## src/rtl/id_ex_register_pkg.sv

```systemverilog
// Shared pipeline constants and control-bundle types for the ID/EX pipeline register.
package id_ex_register_pkg;

    localparam int REG_IDX_W    = 5;
    localparam int ALU_CTRL_W   = 3;
    localparam int RESULT_SRC_W = 2;

    typedef enum logic [RESULT_SRC_W-1:0] {
        RES_ALU = 2'b00,
        RES_MEM = 2'b01,
        RES_PC4 = 2'b10
    } result_src_e;

    typedef struct packed {
        logic                    reg_write;
        logic                    mem_write;
        logic                    branch;
        logic                    jump;
        logic                    alu_src;
        logic [RESULT_SRC_W-1:0] result_src;
        logic [ALU_CTRL_W-1:0]   alu_control;
    } ctrl_t;

    // A bubble must never carry live control, so invalid entries get an all-zero bundle.
    function automatic ctrl_t ctrl_gate(input logic valid, input ctrl_t ctrl);
        ctrl_t res;
        if (valid) begin
            res = ctrl;
        end else begin
            res = '0;
        end
        return res;
    endfunction

endpackage

```

## src/rtl/id_ex_register_if.sv

```systemverilog
// Decode-to-execute bundle: D-side inputs, pipeline controls and registered E-side outputs.
interface id_ex_register_if #(
    parameter int XLEN  = 32,
    parameter int CNT_W = 16
);
    import id_ex_register_pkg::*;

    logic                    Stall_E;
    logic                    Flush_E;

    logic                    Valid_D;
    logic [XLEN-1:0]         PC_D, PCPlus4_D, RD1_D, RD2_D, Imm_Ext_D;
    logic [REG_IDX_W-1:0]    Rs1_D, Rs2_D, Rd_D;
    logic                    RegWrite_D, MemWrite_D, Branch_D, Jump_D, ALUSrc_D;
    logic [RESULT_SRC_W-1:0] ResultSrc_D;
    logic [ALU_CTRL_W-1:0]   ALUControl_D;

    logic                    Valid_E;
    logic [XLEN-1:0]         PC_E, PCPlus4_E, RD1_E, RD2_E, Imm_Ext_E;
    logic [REG_IDX_W-1:0]    Rs1_E, Rs2_E, Rd_E;
    logic                    RegWrite_E, MemWrite_E, Branch_E, Jump_E, ALUSrc_E;
    logic [RESULT_SRC_W-1:0] ResultSrc_E;
    logic [ALU_CTRL_W-1:0]   ALUControl_E;
    logic [CNT_W-1:0]        Bubble_Count_E;

    modport master (
        output Stall_E, Flush_E, Valid_D, PC_D, PCPlus4_D, RD1_D, RD2_D, Imm_Ext_D,
               Rs1_D, Rs2_D, Rd_D, RegWrite_D, MemWrite_D, Branch_D, Jump_D, ALUSrc_D,
               ResultSrc_D, ALUControl_D,
        input  Valid_E, PC_E, PCPlus4_E, RD1_E, RD2_E, Imm_Ext_E, Rs1_E, Rs2_E, Rd_E,
               RegWrite_E, MemWrite_E, Branch_E, Jump_E, ALUSrc_E, ResultSrc_E,
               ALUControl_E, Bubble_Count_E
    );

    modport slave (
        input  Stall_E, Flush_E, Valid_D, PC_D, PCPlus4_D, RD1_D, RD2_D, Imm_Ext_D,
               Rs1_D, Rs2_D, Rd_D, RegWrite_D, MemWrite_D, Branch_D, Jump_D, ALUSrc_D,
               ResultSrc_D, ALUControl_D,
        output Valid_E, PC_E, PCPlus4_E, RD1_E, RD2_E, Imm_Ext_E, Rs1_E, Rs2_E, Rd_E,
               RegWrite_E, MemWrite_E, Branch_E, Jump_E, ALUSrc_E, ResultSrc_E,
               ALUControl_E, Bubble_Count_E
    );

endinterface

```

## src/rtl/id_ex_register_sat_counter.sv

```systemverilog
// Saturating up-counter; sticks at all-ones instead of wrapping.
module sat_counter #(
    parameter int CNT_W = 16
) (
    input  logic             clk,
    input  logic             rst_n,
    input  logic             inc,
    output logic [CNT_W-1:0] count
);

    localparam logic [CNT_W-1:0] CNT_MAX = {CNT_W{1'b1}};
    localparam logic [CNT_W-1:0] CNT_ONE = {{(CNT_W-1){1'b0}}, 1'b1};

    logic [CNT_W-1:0] count_d, count_q;

    // Next count: step on inc unless already saturated.
    always_comb begin
        count_d = count_q;
        if (inc && (count_q != CNT_MAX)) begin
            count_d = count_q + CNT_ONE;
        end else begin
            count_d = count_q;
        end
    end

    // Count register.
    always_ff @(posedge clk or negedge rst_n) begin
        if (!rst_n) begin
            count_q <= '0;
        end else begin
            count_q <= count_d;
        end
    end

    assign count = count_q;

endmodule

```

## src/rtl/id_ex_register.sv

```systemverilog
// ID/EX pipeline register with flush/stall handling, bubble gating of control and a bubble counter.
module id_ex_register
    import id_ex_register_pkg::*;
#(
    parameter int XLEN  = 32,
    parameter int CNT_W = 16
) (
    input  logic              clk,
    input  logic              rst_n,
    id_ex_register_if.slave   bus
);

    typedef struct packed {
        logic                 valid;
        logic [XLEN-1:0]      pc;
        logic [XLEN-1:0]      pc_plus4;
        logic [XLEN-1:0]      rd1;
        logic [XLEN-1:0]      rd2;
        logic [XLEN-1:0]      imm_ext;
        logic [REG_IDX_W-1:0] rs1;
        logic [REG_IDX_W-1:0] rs2;
        logic [REG_IDX_W-1:0] rd;
        ctrl_t                ctrl;
    } payload_t;

    payload_t payload_d, payload_q;
    ctrl_t    ctrl_in_s;
    logic     bubble_inc_s;

    assign ctrl_in_s = '{
        reg_write:   bus.RegWrite_D,
        mem_write:   bus.MemWrite_D,
        branch:      bus.Branch_D,
        jump:        bus.Jump_D,
        alu_src:     bus.ALUSrc_D,
        result_src:  bus.ResultSrc_D,
        alu_control: bus.ALUControl_D
    };

    // Next payload: flush beats stall beats load; flushes and invalid loads count as bubbles.
    always_comb begin
        payload_d    = payload_q;
        bubble_inc_s = 1'b0;
        if (bus.Flush_E) begin
            payload_d    = '0;
            bubble_inc_s = 1'b1;
        end else if (bus.Stall_E) begin
            payload_d    = payload_q;
            bubble_inc_s = 1'b0;
        end else begin
            payload_d.valid    = bus.Valid_D;
            payload_d.pc       = bus.PC_D;
            payload_d.pc_plus4 = bus.PCPlus4_D;
            payload_d.rd1      = bus.RD1_D;
            payload_d.rd2      = bus.RD2_D;
            payload_d.imm_ext  = bus.Imm_Ext_D;
            payload_d.rs1      = bus.Rs1_D;
            payload_d.rs2      = bus.Rs2_D;
            payload_d.rd       = bus.Rd_D;
            payload_d.ctrl     = ctrl_gate(bus.Valid_D, ctrl_in_s);
            bubble_inc_s       = ~bus.Valid_D;
        end
    end

    // Payload register.
    always_ff @(posedge clk or negedge rst_n) begin
        if (!rst_n) begin
            payload_q <= '0;
        end else begin
            payload_q <= payload_d;
        end
    end

    sat_counter #(
        .CNT_W (CNT_W)
    ) u_bubble_cnt (
        .clk   (clk),
        .rst_n (rst_n),
        .inc   (bubble_inc_s),
        .count (bus.Bubble_Count_E)
    );

    assign bus.Valid_E      = payload_q.valid;
    assign bus.PC_E         = payload_q.pc;
    assign bus.PCPlus4_E    = payload_q.pc_plus4;
    assign bus.RD1_E        = payload_q.rd1;
    assign bus.RD2_E        = payload_q.rd2;
    assign bus.Imm_Ext_E    = payload_q.imm_ext;
    assign bus.Rs1_E        = payload_q.rs1;
    assign bus.Rs2_E        = payload_q.rs2;
    assign bus.Rd_E         = payload_q.rd;
    assign bus.RegWrite_E   = payload_q.ctrl.reg_write;
    assign bus.MemWrite_E   = payload_q.ctrl.mem_write;
    assign bus.Branch_E     = payload_q.ctrl.branch;
    assign bus.Jump_E       = payload_q.ctrl.jump;
    assign bus.ALUSrc_E     = payload_q.ctrl.alu_src;
    assign bus.ResultSrc_E  = payload_q.ctrl.result_src;
    assign bus.ALUControl_E = payload_q.ctrl.alu_control;

endmodule

```

## src/flat_wrapper.sv

```systemverilog
// flat-port wrapper written by rule: the top's interface ports become plain ports
module id_ex_register_flat import id_ex_register_pkg::*;
#(
    parameter int XLEN  = 32,
    parameter int CNT_W = 16
)
  (clk, rst_n, bus_Stall_E, bus_Flush_E, bus_Valid_D, bus_PC_D, bus_PCPlus4_D, bus_RD1_D, bus_RD2_D, bus_Imm_Ext_D, bus_Rs1_D, bus_Rs2_D, bus_Rd_D, bus_RegWrite_D, bus_MemWrite_D, bus_Branch_D, bus_Jump_D, bus_ALUSrc_D, bus_ResultSrc_D, bus_ALUControl_D, bus_Valid_E, bus_PC_E, bus_PCPlus4_E, bus_RD1_E, bus_RD2_E, bus_Imm_Ext_E, bus_Rs1_E, bus_Rs2_E, bus_Rd_E, bus_RegWrite_E, bus_MemWrite_E, bus_Branch_E, bus_Jump_E, bus_ALUSrc_E, bus_ResultSrc_E, bus_ALUControl_E, bus_Bubble_Count_E);
  id_ex_register_if #(.XLEN(XLEN), .CNT_W(CNT_W)) bus_i ();
  input  logic clk;
  input  logic rst_n;
  input wire logic [$bits(bus_i.Stall_E)-1:0] bus_Stall_E;
  input wire logic [$bits(bus_i.Flush_E)-1:0] bus_Flush_E;
  input wire logic [$bits(bus_i.Valid_D)-1:0] bus_Valid_D;
  input wire logic [$bits(bus_i.PC_D)-1:0] bus_PC_D;
  input wire logic [$bits(bus_i.PCPlus4_D)-1:0] bus_PCPlus4_D;
  input wire logic [$bits(bus_i.RD1_D)-1:0] bus_RD1_D;
  input wire logic [$bits(bus_i.RD2_D)-1:0] bus_RD2_D;
  input wire logic [$bits(bus_i.Imm_Ext_D)-1:0] bus_Imm_Ext_D;
  input wire logic [$bits(bus_i.Rs1_D)-1:0] bus_Rs1_D;
  input wire logic [$bits(bus_i.Rs2_D)-1:0] bus_Rs2_D;
  input wire logic [$bits(bus_i.Rd_D)-1:0] bus_Rd_D;
  input wire logic [$bits(bus_i.RegWrite_D)-1:0] bus_RegWrite_D;
  input wire logic [$bits(bus_i.MemWrite_D)-1:0] bus_MemWrite_D;
  input wire logic [$bits(bus_i.Branch_D)-1:0] bus_Branch_D;
  input wire logic [$bits(bus_i.Jump_D)-1:0] bus_Jump_D;
  input wire logic [$bits(bus_i.ALUSrc_D)-1:0] bus_ALUSrc_D;
  input wire logic [$bits(bus_i.ResultSrc_D)-1:0] bus_ResultSrc_D;
  input wire logic [$bits(bus_i.ALUControl_D)-1:0] bus_ALUControl_D;
  output wire logic [$bits(bus_i.Valid_E)-1:0] bus_Valid_E;
  output wire logic [$bits(bus_i.PC_E)-1:0] bus_PC_E;
  output wire logic [$bits(bus_i.PCPlus4_E)-1:0] bus_PCPlus4_E;
  output wire logic [$bits(bus_i.RD1_E)-1:0] bus_RD1_E;
  output wire logic [$bits(bus_i.RD2_E)-1:0] bus_RD2_E;
  output wire logic [$bits(bus_i.Imm_Ext_E)-1:0] bus_Imm_Ext_E;
  output wire logic [$bits(bus_i.Rs1_E)-1:0] bus_Rs1_E;
  output wire logic [$bits(bus_i.Rs2_E)-1:0] bus_Rs2_E;
  output wire logic [$bits(bus_i.Rd_E)-1:0] bus_Rd_E;
  output wire logic [$bits(bus_i.RegWrite_E)-1:0] bus_RegWrite_E;
  output wire logic [$bits(bus_i.MemWrite_E)-1:0] bus_MemWrite_E;
  output wire logic [$bits(bus_i.Branch_E)-1:0] bus_Branch_E;
  output wire logic [$bits(bus_i.Jump_E)-1:0] bus_Jump_E;
  output wire logic [$bits(bus_i.ALUSrc_E)-1:0] bus_ALUSrc_E;
  output wire logic [$bits(bus_i.ResultSrc_E)-1:0] bus_ResultSrc_E;
  output wire logic [$bits(bus_i.ALUControl_E)-1:0] bus_ALUControl_E;
  output wire logic [$bits(bus_i.Bubble_Count_E)-1:0] bus_Bubble_Count_E;
  assign bus_i.Stall_E = bus_Stall_E;
  assign bus_i.Flush_E = bus_Flush_E;
  assign bus_i.Valid_D = bus_Valid_D;
  assign bus_i.PC_D = bus_PC_D;
  assign bus_i.PCPlus4_D = bus_PCPlus4_D;
  assign bus_i.RD1_D = bus_RD1_D;
  assign bus_i.RD2_D = bus_RD2_D;
  assign bus_i.Imm_Ext_D = bus_Imm_Ext_D;
  assign bus_i.Rs1_D = bus_Rs1_D;
  assign bus_i.Rs2_D = bus_Rs2_D;
  assign bus_i.Rd_D = bus_Rd_D;
  assign bus_i.RegWrite_D = bus_RegWrite_D;
  assign bus_i.MemWrite_D = bus_MemWrite_D;
  assign bus_i.Branch_D = bus_Branch_D;
  assign bus_i.Jump_D = bus_Jump_D;
  assign bus_i.ALUSrc_D = bus_ALUSrc_D;
  assign bus_i.ResultSrc_D = bus_ResultSrc_D;
  assign bus_i.ALUControl_D = bus_ALUControl_D;
  assign bus_Valid_E = bus_i.Valid_E;
  assign bus_PC_E = bus_i.PC_E;
  assign bus_PCPlus4_E = bus_i.PCPlus4_E;
  assign bus_RD1_E = bus_i.RD1_E;
  assign bus_RD2_E = bus_i.RD2_E;
  assign bus_Imm_Ext_E = bus_i.Imm_Ext_E;
  assign bus_Rs1_E = bus_i.Rs1_E;
  assign bus_Rs2_E = bus_i.Rs2_E;
  assign bus_Rd_E = bus_i.Rd_E;
  assign bus_RegWrite_E = bus_i.RegWrite_E;
  assign bus_MemWrite_E = bus_i.MemWrite_E;
  assign bus_Branch_E = bus_i.Branch_E;
  assign bus_Jump_E = bus_i.Jump_E;
  assign bus_ALUSrc_E = bus_i.ALUSrc_E;
  assign bus_ResultSrc_E = bus_i.ResultSrc_E;
  assign bus_ALUControl_E = bus_i.ALUControl_E;
  assign bus_Bubble_Count_E = bus_i.Bubble_Count_E;
  id_ex_register #(.XLEN(XLEN), .CNT_W(CNT_W)) u_core (.clk(clk), .rst_n(rst_n), .bus(bus_i));
endmodule
```

## config.mk

```make
export PLATFORM = sky130hd
export DESIGN_NAME = id_ex_register_flat
export DESIGN_NICKNAME = d
export VERILOG_FILES = /design/src/rtl/id_ex_register_pkg.sv /design/src/rtl/id_ex_register_if.sv /design/src/rtl/id_ex_register_sat_counter.sv /design/src/rtl/id_ex_register.sv /design/src/flat_wrapper.sv
export SDC_FILE = /design/constraint.sdc
export NUM_CORES = 1
export LEC_CHECK = 0
export CAP_MARGIN = 5
export CORE_ASPECT_RATIO = 1.25
export CORE_MARGIN = 3
export CORE_UTILIZATION = 37
export CTS_BUF_LIST = sky130_fd_sc_hd__clkbuf_8 sky130_fd_sc_hd__clkbuf_16
export DETAILED_ROUTE_END_ITERATION = 12
export GPL_ROUTABILITY_DRIVEN = 1
export MAX_ROUTING_LAYER = met4
export PLACE_DENSITY = 0.77
export SYNTH_ARGS = -nofsm -noshare
export SYNTH_HDL_FRONTEND = slang
export SYNTH_SLANG_ARGS = --single-unit
```

## constraint.sdc

```tcl
create_clock -name clk -period 1.5 [get_ports clk]
set_clock_uncertainty 0.1 [all_clocks]
set_input_delay 0.3 -clock clk [delete_from_list [all_inputs] [get_ports clk]]
set_output_delay 0.3 -clock clk [all_outputs]
set_load 0.01 [all_outputs]
```

Word level (Yosys, flattened, before mapping)
Cells that the tools add are included.

Add/sub/neg operators: 1. Equal/unequal tests: 2. Bitwise operators: 1. Reductions and logical operators: 1. Muxes and demuxes: 5.

Operators by type and width (count): $mux 186 (2); $add 16x1->16 const B (1); $ne 16x16->1 const B (1); $mux 10 (1); $mux 1 (2); $ne 2x1->1 const B (1); $logic_and 1x1->1 (1); $not 1->1 (1).

Register bits after elaboration: 202. Input bits: 190.

Logic depth before layout (Yosys ltp)
Gate-level depths: netlist of run 1.

Depth in word-level cells: 4. Mapped depth: 6.

Cells and area by module
Synthesis of run 1 repeated with hierarchy kept, for this count alone.

Cell total of the unflattened synthesis: 673. Area total of the unflattened synthesis: 8378.0 µm².

By module, submodules not included: id_ex_register (instances 1, area an instance 7493.4 µm², cells an instance 596); sat_counter (instances 1, area an instance 884.6 µm², cells an instance 77).

Worst setup path after synthesis of run 1
OpenSTA, ideal clock, no wires.

Path type: register to register. Start: register u_core.u_bubble_cnt.count_q[0] (netlist: u_core.u_bubble_cnt.count[0]). End: register u_core.u_bubble_cnt.count_q[7] (netlist: u_core.u_bubble_cnt.count[7]). Clock period less this slack: 1.672 ns. Arrival time: 1.444 ns. Setup time: 0.128 ns. Cell stages (with the launch flop): 6. Setup slack: -0.172 ns. Required time: 1.272 ns. Cell sequence: dfrtp_1 -> ha_1 -> nand4_1 -> nor4_4 -> and4bb_1 -> xor2_1.

Longest elaborated chain between the ends: 2. Elaborated cells on any way between the ends: 3. Classes of those cells: 1 x add/sub; 1 x eq/ne; 1 x reduce/logical.

Ends and longest elaborated chain: start, declared (line id_ex_register_sat_counter.sv:14) `logic [CNT_W-1:0] count_d, count_q;`; start signal, assigned (line id_ex_register_sat_counter.sv:31) `count_q <= count_d;`; parallel branches: the longest is 2 deep, another holds $add 16x1->16.

Parallel ways; which one is timed is not known. A chain may end at the register's enable or synchronous reset.

Worst setup path after layout of run 1
Start: register u_core.u_bubble_cnt.count_q[1] (netlist: u_core.u_bubble_cnt.count[1]). End: register u_core.u_bubble_cnt.count_q[1] (netlist: u_core.u_bubble_cnt.count[1]).

The elaborated chain is that of the path after synthesis.

==> results of run 1 <==
-- repair_timing --
action	4_1_cts	5_1_grt
setup buffers	32	23
hold buffers	1	0
resized for setup	846	22
pin swaps	7	14
endpoints found under the hold margin	202	0
setup endpoints to repair	214	34
-- layer usage --
metal / routed length (um) / vias to the layer above / global-route usage
li1: - / 3240 / -
met5: 0 / - / -
met2: 13700 / 294 / 0.379
met3: 1800 / 69 / 0.0434
met4: 1070 / 0 / 0.0844
met1: 10100 / 3372 / 0.247
-- critical path, delay by kind of cell (launching register included) --
kind,cells,cell delay (ns)
simple gates,3,0.43
flops,1,0.38
mux,1,0.31
fa+ha+maj,1,0.20
buf+inv,1,0.18
-- path summary, 6_finish.rpt --
path | start | to | slack [ns] | cells after the start
worst max-delay path | u_core.u_bubble_cnt.count[1]$_DFFE_PN0P_ | u_core.u_bubble_cnt.count[1]$_DFFE_PN0P_ | -0.22 | 6
worst min-delay path | rst_n | u_core.bus.PC_E[28]$_DFFE_PN0P_ | 0.18 | 2
worst max register to register | u_core.u_bubble_cnt.count[1]$_DFFE_PN0P_ | u_core.u_bubble_cnt.count[1]$_DFFE_PN0P_ | -0.22 | 6
worst min register to register | u_core.bus.RegWrite_E$_DFFE_PN0P_ | u_core.bus.RegWrite_E$_DFFE_PN0P_ | 0.41 | 2
max in group asynchronous | rst_n | u_core.u_bubble_cnt.count[3]$_DFFE_PN0P_ | 0.56 | 3
min in group clk | bus_Stall_E | u_core.bus.Rs1_E[2]$_DFFE_PN0P_ | 0.23 | 5
-- synth_stat cells, types with 2 or more instances --
| library cell | number |
|---|---|
| dfrtp_1 | 202 |
| nor2_1 | 199 |
| mux2i_1 | 176 |
| clkbuf_1 | 23 |
| buf_2 | 20 |
| nand2_1 | 13 |
| a21oi_1 | 11 |
| xnor2_1 | 8 |
| xor2_1 | 6 |
| nand4_1 | 5 |
| nand3_1 | 4 |
| and3_1 | 3 |
| buf_1 | 2 |
| nor4_4 | 2 |
| or2_2 | 2 |
-- cell families (layout without fill, tap and decap cells) --
logic type | count (synthesis) | after routing | synth area share
fa+ha+maj | 1 | 1 | 0.00152
simple gates | 238 | 238 | 0.122
flops | 202 | 202 | 0.612
buf+inv | 46 | 527 | 0.0240
mux | 177 | 177 | 0.215
compound gates | 14 | 14 | 0.00985
xor+xnor | 14 | 14 | 0.0149
other cells | 0 | 2 | 0
-- state kept, by name (all words and copies together), names as in the netlist, 2 cells and up --
name	cells
u_core.bus.Rd_E	5
u_core.bus.ALUControl_E	3
u_core.bus.Rs1_E	5
u_core.bus.PC_E	32
u_core.bus.PCPlus4_E	32
u_core.bus.Imm_Ext_E	32
u_core.u_bubble_cnt.count	16
u_core.bus.RD1_E	32
u_core.bus.Rs2_E	5
u_core.bus.ResultSrc_E	2
u_core.bus.RD2_E	32
-- per-stage QoR --
step,std cells,power (mW)
2_1_floorplan,692,7.22
3_3_place_gp,1364,9.12
3_5_place_dp,1364,9.17
4_1_cts,1437,15.2
5_1_grt,1454,15.9
6_report,1454,15.2
-- power by group through the flow --
stage	combinational, mW	sequential, mW	clock (mW)
floorplan	0.830	6.39	0
global placement	2.93	6.18	0
detailed placement	2.97	6.20	0
CTS	3.08	6.08	6.05
global route	3.47	6.14	6.27
finish	3.22	6.09	5.89
-- cell type report --
cell class                 instances  area (um^2)
fill                            1789         8530
sequential                       202         5060
timing repair buffer             486         3870
multi-input combinational        444         3080
clock buffer                      28          644
tap                              279          349
clock inverter                    12          159
antenna                            2         5.00
inverter                           1         3.75
==> impl_metrics.py, run 1 <==
metrics = {
    "yosys": {
        "yosysTopAreaCell": "dfrtp_1",
        "synth-seq-cells": 202,
        "synth.distinct_cells": 31,
        "yosysTopAreaCellShare": 0.612,
        "synth_fp_nets": 883,
        "synth_edf_count": 0,
        "ys_top_cells_by_area": "dfrtp_1 (61%), mux2i_1 (21%), nor2_1 (9.0%), buf_2 (1.2%), clkbuf_1 (1.0%)",
        "ys_async_sr_fraction": 1.00,
        "ys_seq_area_frac": 0.612,
        "postSynthCellCount": 692,
        "netlist_area_um2": 8250,
        "synth_ff_type": "dfrtp_1",
        "syn_area_per_cell_um2": 11.9,
        "yosysWarnings": 0,
    },
    "setup_path": {
        "path_max_fanout": 3,
        "crit_path_max_incr_delay_ns": 0.38,
        "path_cells": "ha_2, nand4_1, nor4_4, buf_4, nor2_4, mux2_4",
        "slowest_stage": "dfrtp_1",
        "start_kind": "flop",
        "required_ns": 1.78,
        "end_kind": "flop",
        "crit_arrival_ns": 2.00,
        "critical_path_class": "reg -> reg",
    },
    "power_and_ir_drop": {
        "p_sw_mw": 3.86,
        "power_frac_seq": 0.400,
        "p_int_mw": 11.3,
        "max-vdd-ir-drop_v": 0.000816,
        "clock_power_share": 0.388,
        "p_leak_nw": 7.02,
        "pwr-share-comb": 0.212,
        "power_density_nw_per_um2": 1150,
        "sw_frac_of_total": 0.254,
    },
    "drt": {
        "drt_first_pass_iters": 5,
        "drtIter0Drc": 360,
        "wl_um": 26700,
        "drc": 0,
        "viasPerCell": 4.80,
        "vias": 6975,
        "ant_nets": 0,
        "wl_per_cell_um": 18.3,
    },
    "cells_and_area": {
        "final_cell_area_um2": 13200,
        "nets": 1348,
        "drive_gt1_frac": 0.303,
        "layout_common_cells": "dfrtp_1 (200), nor2_1 (199), clkdlybuf4s50_1 (186), buf_2 (186), mux2i_1 (176)",
        "final_common_cell": "dfrtp_1",
        "final_core_util": 0.607,
        "area_growth_pct": 59.5,
    },
    "die": {
        "coreArea_um2": 21700,
        "dieArea_um2": 24100,
        "num_rows": 60,
        "pin_count": 392,
        "die_y_um": 173,
        "fp.dieW_um": 140,
        "start_util": 0.380,
    },
    "grt": {
        "grt_overflow": 0,
        "grt_max_degree": 125,
        "grt_usage": 0.218,
        "grt_pass1_wl_um": 41300,
        "antenna_found_initial": 2,
        "grt_pass1_vias": 7392,
    },
    "sta": {
        "max_slew.worst_pin.slew_ns": 0.654,
        "hold_viol": 0,
        "fmax_mhz": 582,
        "worst_slack_ns": -0.218,
        "setup_viol": 30,
        "finalCritPeriodShare": 1.15,
        "min_period_ns": 1.72,
        "setup_tns_ns": -2.66,
        "slew_viol_final": 0,
        "max_slew_margin": 0.564,
        "rsz0062_at_grt": "yes",
        "hold_ws_ns": 0.184,
    },
    "clock_network": {
        "cts_max_level": 1,
        "numCtsBuffers": 22,
        "clk_latency_ns": 0.50,
        "clk_pin_slew_ns": 0.06,
        "cts_tree": "built",
        "cts.sinks": 202,
        "clockRootBuffer": "clkbuf_16",
        "clock_path_buffers": 3,
    },
    "placed_design": {
        "place_congestion": 0.812,
        "place_area_um2": 12800,
        "dpl_worst_slack_ns": -0.416,
        "port-buffer-count": 391,
        "dp_hpwl_um": 18600,
    },
    "worst_hold_path": {
        "min_path_type": "in -> async",
    },
    "run_status": {
        "status": "complete, but fails checks",
        "violations": "setup timing",
    },
    "job": {
        "drv_cap": 0,
    },
}
Power figures use the tool's default switching activity.
==> run 2, diff against run 1 <==
CELL_PAD_IN_SITES_DETAIL_PLACEMENT = 0   (was not set)
CELL_PAD_IN_SITES_GLOBAL_PLACEMENT = 1   (was not set)
CORE_UTILIZATION = 28   (was 37)
PLACE_DENSITY = not set   (was 0.77)
PLACE_DENSITY_LB_ADDON = 0.1   (was not set)
==> impl_metrics.py, run 2 (synthesized netlist as in run 1, its figures left out) <==
metrics = {
    "die": {
        "die_y_um": 198,
        "dieArea_um2": 31600,
        "num_rows": 69,
        "fp.dieW_um": 160,
        "start_util": 0.287,
        "pin_count": 392,
        "coreArea_um2": 28700,
    },
    "placed_design": {
        "place_congestion": 0.748,
        "dp_hpwl_um": 19500,
        "place_area_um2": 13000,
        "port-buffer-count": 391,
        "dpl_worst_slack_ns": -0.474,
    },
    "setup_path": {
        "r2r_setup_slack_ns": -0.15,
        "timing.rr.start": "u_core.u_bubble_cnt.count[8]$_DFFE_PN0P_",
        "path_max_fanout": 5,
        "crit_arrival_ns": 1.96,
        "r2r_cells": 6,
        "start_kind": "flop",
        "reg2reg_to": "u_core.u_bubble_cnt.count[5]$_DFFE_PN0P_",
        "required_ns": 1.81,
        "end_kind": "flop",
        "critical_path_class": "reg -> reg",
    },
    "power_and_ir_drop": {
        "power_density_nw_per_um2": 1100,
        "p_leak_nw": 6.94,
        "report.power.total_mw": 14.5,
        "max-vdd-ir-drop_v": 0.000719,
    },
    "drt": {
        "drtIter0Drc": 266,
        "vias": 6698,
        "wl_per_cell_um": 17.9,
        "drc": 0,
        "drt_first_pass_iters": 4,
        "wl_um": 27600,
        "ant_nets": 0,
        "viasPerCell": 4.33,
    },
    "run_status": {
        "status": "complete, but fails checks",
        "violations": "setup timing",
    },
    "grt": {
        "grt_usage": 0.172,
        "grt_max_degree": 111,
        "grt_pass1_vias": 6964,
        "antenna_found_initial": 1,
        "grt_pass1_wl_um": 41900,
        "grt_overflow": 0,
    },
    "cells_and_area": {
        "nets": 1335,
        "final_core_util": 0.459,
        "area_growth_pct": 59.7,
        "layout_common_cells": "dfrtp_1 (201), nor2_1 (198), clkdlybuf4s50_1 (186)",
        "drive_gt1_frac": 0.294,
        "final_cell_area_um2": 13200,
        "final_common_cell": "dfrtp_1",
    },
    "sta": {
        "max_slew_margin": 0.623,
        "setup_viol": 26,
        "rsz0062_at_grt": "yes",
        "fmax_mhz": 608,
        "hold_viol": 0,
        "max_slew.worst_pin.slew_ns": 0.566,
        "worst_slack_ns": -0.145,
        "min_period_ns": 1.65,
        "finalCritPeriodShare": 1.10,
        "slew_viol_final": 0,
    },
    "clock_network": {
        "cts_max_level": 1,
        "numCtsBuffers": 23,
        "clock_path_buffers": 3,
        "clockRootBuffer": "clkbuf_16",
        "cts.sinks": 202,
        "clk_pin_slew_ns": 0.06,
        "clk_latency_ns": 0.50,
        "cts_tree": "built",
    },
    "job": {
        "drv_cap": 0,
    },
    "worst_hold_path": {
        "min_path_type": "in -> async",
    },
}
run 2: changes by cell type in the layout (fill, tap and decap cells not counted), sizes merged:
cell	before	now
buf	298	284
bufinv	4	0
clkbuf	29	30
clkinvlp	1	0
diode	2	1
inv	4	5
run 2: metal layers:
layer	part of all wire	wire (um)	vias to the layer above	global-route usage
met1	0.40	11100	3221	0.205
met4	0.020	562	0	0.0412
met5	0	0	-	-
li1	-	-	3216	-
met3	0.064	1760	35	0.0389
met2	0.52	14200	226	0.299
run 2: worst max-delay path by stage:
stage,from,endpoint,slack (ns),cells past startpoint
floorplan,u_core.u_bubble_cnt.count[0]$_DFFE_PN0P_,u_core.u_bubble_cnt.count[7]$_DFFE_PN0P_,-0.17,5
global placement,bus_Valid_D,u_core.u_bubble_cnt.count[9]$_DFFE_PN0P_,-0.43,5
detailed placement,bus_Valid_D,u_core.u_bubble_cnt.count[9]$_DFFE_PN0P_,-0.47,5
CTS,u_core.u_bubble_cnt.count[1]$_DFFE_PN0P_,u_core.u_bubble_cnt.count[3]$_DFFE_PN0P_,-0.11,6
global route,u_core.u_bubble_cnt.count[8]$_DFFE_PN0P_,u_core.u_bubble_cnt.count[5]$_DFFE_PN0P_,-0.26,6
finish,u_core.u_bubble_cnt.count[8]$_DFFE_PN0P_,u_core.u_bubble_cnt.count[5]$_DFFE_PN0P_,-0.15,6
run 2: layout make-up:
class	instances	area [um^2]
Timing Repair Buffer	472	3850
Clock buffer	29	658
Inverter	1	3.75
Clock inverter	8	35.0
Fill cell	2812	15600
Tap cell	390	488
Sequential cell	202	5060
Antenna cell	1	2.50
Multi-Input combinational cell	444	3090
run 2: stage by stage:
step,hold slack [ns],std cells,setup TNS [ns]
after global placement,0.150,1478,-5.88
after detailed placement,0.147,1478,-6.30
after floorplan,-0.0956,692,-0.460
final,0.199,1547,-1.37
after CTS,0.178,1537,-2.07
after global routing,0.201,1547,-3.44
run 2: worst max-delay path, stage by stage (launching register included):
cell and delay (ns):
dfrtp_1 0.38, buf_6 0.12, nand4_4 0.11, nor4_4 0.38
buf_4 0.19, nand4b_1 0.14, xnor2_1 0.14
run 2: what timing repair did:
item | 4_1_cts | 5_1_grt
hold buffers | 1 | 0
setup buffers | 21 | 15
hold endpoints to repair | 166 | 0
pin swaps | 8 | 15
setup endpoints to repair | 214 | 34
resized for setup | 849 | 28
run 2: power breakdown:
group / leakage, nW / switching [mW] / internal [mW]
Sequential: 2.68 / 0.223 / 5.84
Clock: 0.364 / 2.20 / 3.05
Combinational: 3.90 / 1.44 / 1.78
==> run 3, diff against run 2 <==
==> constraint.sdc (replaced) <==
create_clock -name clk -period 1.5 [get_ports clk]
set_clock_uncertainty 0.1 [all_clocks]
set_input_delay 0.15 -clock clk [delete_from_list [all_inputs] [get_ports clk]]
set_output_delay 0.15 -clock clk [all_outputs]
set_load 0.01 [all_outputs]
==> impl_metrics.py, run 3 (synthesized netlist as in run 1, its figures left out) <==
metrics = {
    "sta": {
        "finalCritPeriodShare": 1.04,
        "slew_viol_final": 0,
        "max_slew.worst_pin.slew_ns": 0.451,
        "rsz0062_at_grt": "yes",
        "max_slew_margin": 0.699,
        "setup_viol": 10,
        "hold_ws_ns": 0.0159,
        "fmax_mhz": 638,
        "hold_viol": 0,
        "min_period_ns": 1.57,
        "worst_slack_ns": -0.0662,
        "setup_tns_ns": -0.427,
    },
    "clock_network": {
        "clockRootBuffer": "clkbuf_16",
        "clock_path_buffers": 3,
        "clk_latency_ns": 0.50,
        "numCtsBuffers": 23,
        "cts.sinks": 202,
        "cts_tree": "built",
        "cts_max_level": 1,
        "clk_pin_slew_ns": 0.06,
    },
    "drt": {
        "wl_um": 27200,
        "drc": 0,
        "wl_met1_um": 11000,
        "met3_length_um": 1590,
        "vias": 6604,
        "wl_per_cell_um": 17.9,
        "dr_wl_met2_um": 14100,
        "dr.max_layer_used": "met4",
        "drt_first_pass_iters": 4,
        "drtIter0Drc": 233,
        "ant_nets": 0,
        "viasPerCell": 4.34,
    },
    "worst_hold_path": {
        "min_path_type": "in -> async",
    },
    "run_status": {
        "violations": "setup timing",
        "status": "complete, but fails checks",
    },
    "cells_and_area": {
        "layout_common_cells": "dfrtp_1 (200), nor2_1 (198), clkdlybuf4s50_1 (186)",
        "final_cell_area_um2": 13500,
        "nets": 1308,
        "area_growth_pct": 64.0,
        "stdcell_count": 1522,
        "final_common_cell": "dfrtp_1",
        "fillers": 2780,
        "drive_gt1_frac": 0.112,
        "final_core_util": 0.471,
    },
    "grt": {
        "grt_usage": 0.171,
        "grt_overflow": 0,
        "grt_pass1_wl_um": 41600,
        "grt_pass1_vias": 6772,
        "antenna_found_initial": 1,
        "grt_max_degree": 79,
    },
    "power_and_ir_drop": {
        "p_leak_nw": 7.18,
        "report.power.total_mw": 14.3,
        "clock_power_share": 0.377,
        "p_sw_mw": 3.75,
        "power_density_nw_per_um2": 1050,
        "sw_frac_of_total": 0.263,
        "max-vdd-ir-drop_v": 0.000657,
        "pwr-share-comb": 0.199,
        "power_frac_seq": 0.425,
        "p_int_mw": 10.5,
    },
    "setup_path": {
        "crit_arrival_ns": 1.88,
        "required_ns": 1.82,
        "end_kind": "flop",
        "start_kind": "flop",
        "path_max_fanout": 7,
        "critical_path_class": "reg -> reg",
    },
    "placed_design": {
        "dp_hpwl_um": 19800,
        "place_congestion": 0.780,
        "port-buffer-count": 391,
        "placedCellCount": 1475,
        "dpl_worst_slack_ns": -0.301,
        "place_area_um2": 12900,
    },
    "die": {
        "coreArea_um2": 28700,
        "pin_count": 392,
        "start_util": 0.287,
        "die_y_um": 198,
        "num_rows": 69,
        "dieArea_um2": 31600,
        "fp.dieW_um": 160,
    },
    "job": {
        "drv_cap": 0,
    },
}
[run 3: final cells by class]
type	instances	area (um^2)	share of cell area
multi-input combinational	444	3080	0.228
timing repair buffer	445	4180	0.309
tap	390	488	0.0361
clock inverter	8	32.5	0.00240
antenna	1	2.50	0.000185
sequential	202	5060	0.374
inverter	1	3.75	0.000277
clock buffer	31	686	0.0507
[run 3: repair_timing]
item,in CTS,in global routing
setup buffers,3,3
endpoints found under the hold margin,202,0
hold buffers,1,0
pin swaps,8,14
resized for setup,262,21
setup endpoints to repair,218,23
[run 3: path summary, 6_finish.rpt]
kind                       slack (ns)                                     start                                       end  depth (start not counted)
setup / recovery                -0.07  u_core.u_bubble_cnt.count[0]$_DFFE_PN0P_  u_core.u_bubble_cnt.count[4]$_DFFE_PN0P_                          7
hold / removal                   0.02                                     rst_n           u_core.bus.PC_E[23]$_DFFE_PN0P_                          2
setup reg to reg                -0.07  u_core.u_bubble_cnt.count[0]$_DFFE_PN0P_  u_core.u_bubble_cnt.count[4]$_DFFE_PN0P_                          7
hold reg to reg                  0.41            u_core.bus.Rd_E[1]$_DFFE_PN0P_            u_core.bus.Rd_E[1]$_DFFE_PN0P_                          2
max in group asynchronous        0.72                                     rst_n       u_core.bus.PCPlus4_E[1]$_DFFE_PN0P_                          3
min in group clk                 0.07                               bus_Flush_E      u_core.bus.PCPlus4_E[25]$_DFFE_PN0P_                          3
[run 3: metal layers]
metal	track usage	vias up
li1	-	3163
met1	0.206	3168
met2	0.295	240
met3	0.0354	33
met4	0.0405	0
met5	-	-
[run 3: power by group through the flow]
stage	combinational (mW)	sequential [mW]	clock, mW
CTS	2.84	6.05	5.61
global placement	3.02	6.15	0
detailed placement	3.03	6.16	0
finish	2.84	6.05	5.37
global route	3.09	6.10	5.81
floorplan	0.825	6.38	0
[run 3: critical path, stage by stage (launching register included)]
cell and delay, ns:
dfrtp_1 0.38, ha_2 0.19, nand4_1 0.12, nor4_4 0.05, buf_6 0.13, buf_4 0.14
nor4b_4 0.21, xor2_1 0.17
